===== src/rtl/lifo_stack.sv =====
// LIFO stack with a registered top-of-stack. data_out shows the current top
// (show-ahead), so a pop can use the value in the same cycle it is requested.
// Entries below the top are held in a (DEPTH-1)-entry array indexed by occupancy.
//
// Build option: define LIFO_STACK_STICKY_ERR_EN to make overflow_err and
// underflow_err sticky. Once set they stay high until resetN or clear.
// Without the macro they are single-cycle pulses.
module lifo_stack #(
  parameter int unsigned WIDTH = 8,
  parameter int unsigned DEPTH = 16,
  parameter int unsigned PTR_W = 5
) (
  input  logic             clk,
  input  logic             resetN,
  input  logic             push,
  input  logic             pop,
  input  logic             clear,
  input  logic [WIDTH-1:0] data_in,
  output logic [WIDTH-1:0] data_out,
  output logic             full,
  output logic             empty,
  output logic             overflow_err,
  output logic             underflow_err
);

  localparam int unsigned IdxW = (DEPTH > 2) ? $clog2(DEPTH - 1) : 1;
  localparam logic [PTR_W-1:0] DepthCnt = PTR_W'(DEPTH);

  logic [PTR_W-1:0] count_q, count_d;
  logic [WIDTH-1:0] tos_q, tos_d;
  logic             ovf_q, ovf_d;
  logic             unf_q, unf_d;

  // Storage for every entry below the top.
  logic [WIDTH-1:0] mem_q [DEPTH-1];
  logic             mem_we;
  logic [IdxW-1:0]  wr_idx;
  logic [IdxW-1:0]  rd_idx;

  // A push stores the old top at slot count-1. A pop brings back the entry
  // directly below the top, which is at slot count-2.
  assign wr_idx = IdxW'(count_q - PTR_W'(1));
  assign rd_idx = IdxW'(count_q - PTR_W'(2));

  // Next-state decode. Exactly one action is applied per edge, in priority order.
  always_comb begin
    count_d = count_q;
    tos_d   = tos_q;
    mem_we  = 1'b0;
`ifdef LIFO_STACK_STICKY_ERR_EN
    ovf_d   = ovf_q;
    unf_d   = unf_q;
`else
    ovf_d   = 1'b0;
    unf_d   = 1'b0;
`endif
    if (clear) begin
      // The flush also wins over a request that would otherwise raise an error.
      count_d = '0;
      tos_d   = '0;
      ovf_d   = 1'b0;
      unf_d   = 1'b0;
    end else if (push && pop) begin
      tos_d = data_in;
      if (count_q == '0) begin
        // Nothing to pop: the push is still taken, and the pop is flagged.
        count_d = PTR_W'(1);
        unf_d   = 1'b1;
      end
    end else if (push) begin
      if (count_q == DepthCnt) begin
        ovf_d = 1'b1;
      end else begin
        mem_we  = (count_q != '0);
        tos_d   = data_in;
        count_d = count_q + PTR_W'(1);
      end
    end else if (pop) begin
      if (count_q == '0) begin
        unf_d = 1'b1;
      end else if (count_q == PTR_W'(1)) begin
        tos_d   = '0;
        count_d = '0;
      end else begin
        tos_d   = mem_q[rd_idx];
        count_d = count_q - PTR_W'(1);
      end
    end
  end

  // State registers. Asynchronous reset returns the stack to empty.
  always_ff @(posedge clk or negedge resetN) begin
    if (!resetN) begin
      count_q <= '0;
      tos_q   <= '0;
      ovf_q   <= 1'b0;
      unf_q   <= 1'b0;
    end else begin
      count_q <= count_d;
      tos_q   <= tos_d;
      ovf_q   <= ovf_d;
      unf_q   <= unf_d;
    end
  end

  // Array write. The contents are not reset, because count decides which slots are valid.
  always_ff @(posedge clk) begin
    if (mem_we) begin
      mem_q[wr_idx] <= tos_q;
    end
  end

  // The outputs come directly from registers or from a decode of the registered count.
  always_comb begin
    data_out      = tos_q;
    full          = (count_q == DepthCnt);
    empty         = (count_q == '0);
    overflow_err  = ovf_q;
    underflow_err = unf_q;
  end

endmodule


===== config.mk =====
export PLATFORM = sky130hd
export DESIGN_NAME = lifo_stack
export DESIGN_NICKNAME = d
export VERILOG_FILES = /design/src/rtl/lifo_stack.sv
export SDC_FILE = /design/constraint.sdc
export NUM_CORES = 1
export LEC_CHECK = 0
export CAP_MARGIN = 15
export CORE_UTILIZATION = 54
export CTS_CLUSTER_SIZE = 10
export DETAILED_ROUTE_END_ITERATION = 10
export GPL_TIMING_DRIVEN = 0
export PLACE_DENSITY = 0.74
export RECOVER_POWER = 100
export SYNTH_ARGS = -nofsm -noshare
export SYNTH_HDL_FRONTEND = slang
export SYNTH_SLANG_ARGS = --single-unit
export TNS_END_PERCENT = 10

===== constraint.sdc =====
create_clock -name clk -period 2.7 [get_ports clk]
set_input_delay 0.27 -clock clk [delete_from_list [all_inputs] [get_ports clk]]
set_output_delay 0.27 -clock clk [all_outputs]
set_load 0.01 [all_outputs]

==> reports/summary.txt <==
status: finished clean
Final HPWL DP: 8260 um
maximum clock path buffer count: 2
Final Max Tran Viols: 0
CP endpoint: empty
Starting Density: 0.558
WP depth: 8
Layout Cells excl Fill: 539
Congestion Overflow GR: 0
Die Wd: 105 um
HP Class: in2reg
Detailed Route WL: 13700 um
final critical-path required period: 2600 ps
Worst Reg-to-Reg Cells: 10
initial antenna violation count: 0
Placer Congestion: 0.839
RSZ-0062 raised after global routing: no
vias in the first global route: 3502
PnR worst setup slack: 97.0 ps
Net Count, Synth: 355
1st-iter DRT viols: 382
CTS H-tree depth: 4
drt first pass iters: 5
IO Pins: 25
sequential fraction of the synthesis area: 0.691
Num CTS Buffers: 17
global-route wire length before repair: 20800 um
CP Buf/Inv Count: 6
Syn Area/Cell: 17.2 um^2
PortBufs: 22
DR vias: 3476
final hold slack: 196 ps
dpl cells: 492
worst-margin pin slew: 767 ps
Ys Warns: 0
Leak Pwr: 0.00246 uW
Final Skew: 12.9 ps
Via density: 6.45
fmax: 384 MHz
Worst Setup Start Kind: flip-flop
routed len/inst: 25.5 um
Mapped Cells: 334
Reg clk slew, reported paths: 60 ps
clk_lat worst skew: 520 ps
Total Power: 6840 uW
Final period util: 0.964
Netlist cell types: 52
Layout area overhead: 25.4%
reg2reg start: count_q[0]$_DFFE_PN0P_
Die Area: 0.0111 mm^2
CTS tree: done
R2R Path End: mem_q[7][2]$_DFFE_PP_
top_reg_cell synth: edfxtp_1
Final Hold Violating Endpoints: 0
row cnt: 37
relative slew slack: 0.487
Routed Antenna Nets: 0
core area: 0.0103 mm^2
delay-heaviest family, CP: buffers and inverters
Root Driver: clkbuf_8
CP arrival: 2330 ps
DRC: 0
Worst Path Max Fanout: 10
Post-synth EDFFs: 120
clk sink count: 135
worst slack at placement: -987 ps
Die H: 105 um
largest net degree at the start of global routing: 18
Critical Path Slowest Stage Cell: or4b_4
Worst Path Required: 2430 ps
PD cells: 948 mW/mm^2
Final #Nets: 412
critical path type: reg2out
ANT cells: 0
Crit. Startpoint: count_q[0]$_DFFE_PN0P_
gr usage total: 0.264
Worst path most repeated cell: buf_12
post-synthesis register bit count: 135
share of cells above drive strength 1: 0.298
Async S/R FF share, synth: 0.111
VDD IR max: 473 uV
nature of the critical path endpoint: output port
area of the mapped netlist: 0.00576 mm^2
worst-path cell chain: buf_6 > buf_12 > buf_12 > inv_8 > ha_4 > or4b_4 > inv_1 > clkdlybuf4s15_2
final setup vio count: 0
Max-Cap Viols: 0
largest stage delay on the critical path: 490 ps
r2r setup slk: 170 ps
## worst min-delay path by stage
stage,end,slack (ps),start,depth (start not counted)
floorplan,count_q[0]$_DFFE_PN0P_,-30,resetN,0
global placement,underflow_err$_DFF_PN0_,610,count_q[2]$_DFFE_PN0P_,2
detailed placement,underflow_err$_DFF_PN0_,620,count_q[2]$_DFFE_PN0P_,2
CTS,underflow_err$_DFF_PN0_,150,pop,3
global route,underflow_err$_DFF_PN0_,200,pop,3
finish,underflow_err$_DFF_PN0_,200,pop,3
## registers in the layout, summed over array words and instances (netlist names)
register / flops
overflow_err: 1
data_out: 8
mem_q: 120
underflow_err: 1
count_q: 5
## cells in the mapped netlist, types with 2 or more instances
library cell | instances | share of area
mux4_1 | 4 | 0.018
o32ai_1 | 8 | 0.012
a22oi_1 | 7 | 0.0091
nand2_1 | 13 | 0.0085
mux4_2 | 20 | 0.078
inv_1 | 6 | 0.0039
edfxtp_1 | 120 | 0.63
a31oi_1 | 3 | 0.0033
buf_1 | 2 | 0.0013
ha_1 | 8 | 0.017
buf_6 | 4 | 0.0078
nor3_1 | 4 | 0.0035
a211oi_1 | 16 | 0.021
a21oi_1 | 2 | 0.0017
nor3b_1 | 3 | 0.0039
dfrtp_1 | 15 | 0.065
buf_2 | 8 | 0.0070
o31ai_1 | 2 | 0.0026
mux2i_1 | 10 | 0.017
nor2_1 | 34 | 0.022
nand2b_1 | 2 | 0.0022
xnor2_1 | 3 | 0.0046
xor2_1 | 2 | 0.0030
o21ai_0 | 10 | 0.0087
## metal layers
metal / up-vias / track usage / routed length, um
met5: - / 0 / 0
met4: 0 / 0.116 / 514
met3: 34 / 0.0625 / 1100
met2: 196 / 0.407 / 6760
met1: 1780 / 0.363 / 5350
li1: 1466 / - / -
## tightest hold or removal path, delay by kind of cell
family | cells | cell delay, ps
buffers and inverters | 1 | 160
AND/OR/NAND/NOR | 2 | 240
## area by class of cell
class / count / area, um^2
plain buffers: 15 / 128
clock buffers: 18 / 418
clock inverters: 13 / 155
fillers: 608 / 3100
inverters: 6 / 32.5
multi-input cells: 177 / 1840
flip-flops and latches: 135 / 3980
well taps: 136 / 170
repair buffers: 39 / 498
## cells by family (layout without fill, tap and decap cells)
logic type | Yosys count | count (layout) | share of synthesized area
AND/OR/NAND/NOR | 67 | 67 | 0.0558
XOR/XNOR | 7 | 7 | 0.0152
adder cells (fa/ha/maj) | 8 | 8 | 0.0174
flip-flops | 135 | 135 | 0.691
AO/OA/AOI/OAI | 60 | 60 | 0.0830
buffers and inverters | 22 | 91 | 0.0219
multiplexers | 35 | 35 | 0.116
## through the flow
step | TNS, ps | utilization | cell area [um^2]
floorplan | -8650 | - | 5760
detailed placement | -114720 | 0.596 | 6150
global placement | -123350 | 0.596 | 6150
finish | 0 | 0.699 | 7220
global route | 0 | 0.699 | 7220
CTS | 0 | 0.689 | 7110
## power by group
part           switching (uW)  internal, uW
Sequential                163          2440
Clock                     860          1400
Combinational            1180           810
Total                    2200          4640
## repair_timing
item	CTS	global route
setup endpoints to repair	133	129
setup buffers	12	5
gates resized for setup	56	12
hold buffers	0	0
pin swaps	10	9
## cell usage in the layout (no fill, tap or decap), types with 3 or more instances in the layout
cell / Yosys / layout
inv_1: 6 / 4
buf_6: 4 / 4
buf_12: 0 / 14
nand2_1: 13 / 7
clkinv_2: 0 / 3
ha_1: 8 / 6
nor2_4: 0 / 15
clkbuf_16: 0 / 16
bufinv_16: 0 / 3
clkdlybuf4s50_1: 0 / 9
a22oi_1: 7 / 7
a211oi_1: 16 / 16
nor2_1: 34 / 19
dlygate4sd3_1: 0 / 11
mux4_2: 20 / 20
edfxtp_1: 120 / 120
dfrtp_1: 15 / 14
nor3_1: 4 / 4
buf_2: 8 / 6
buf_4: 1 / 5
mux4_1: 4 / 4
o32ai_1: 8 / 8
o21ai_0: 10 / 10
a31oi_1: 3 / 3
mux2i_1: 10 / 10
nand2_2: 0 / 6
No activity file was read; power rests on OpenSTA's default activity.
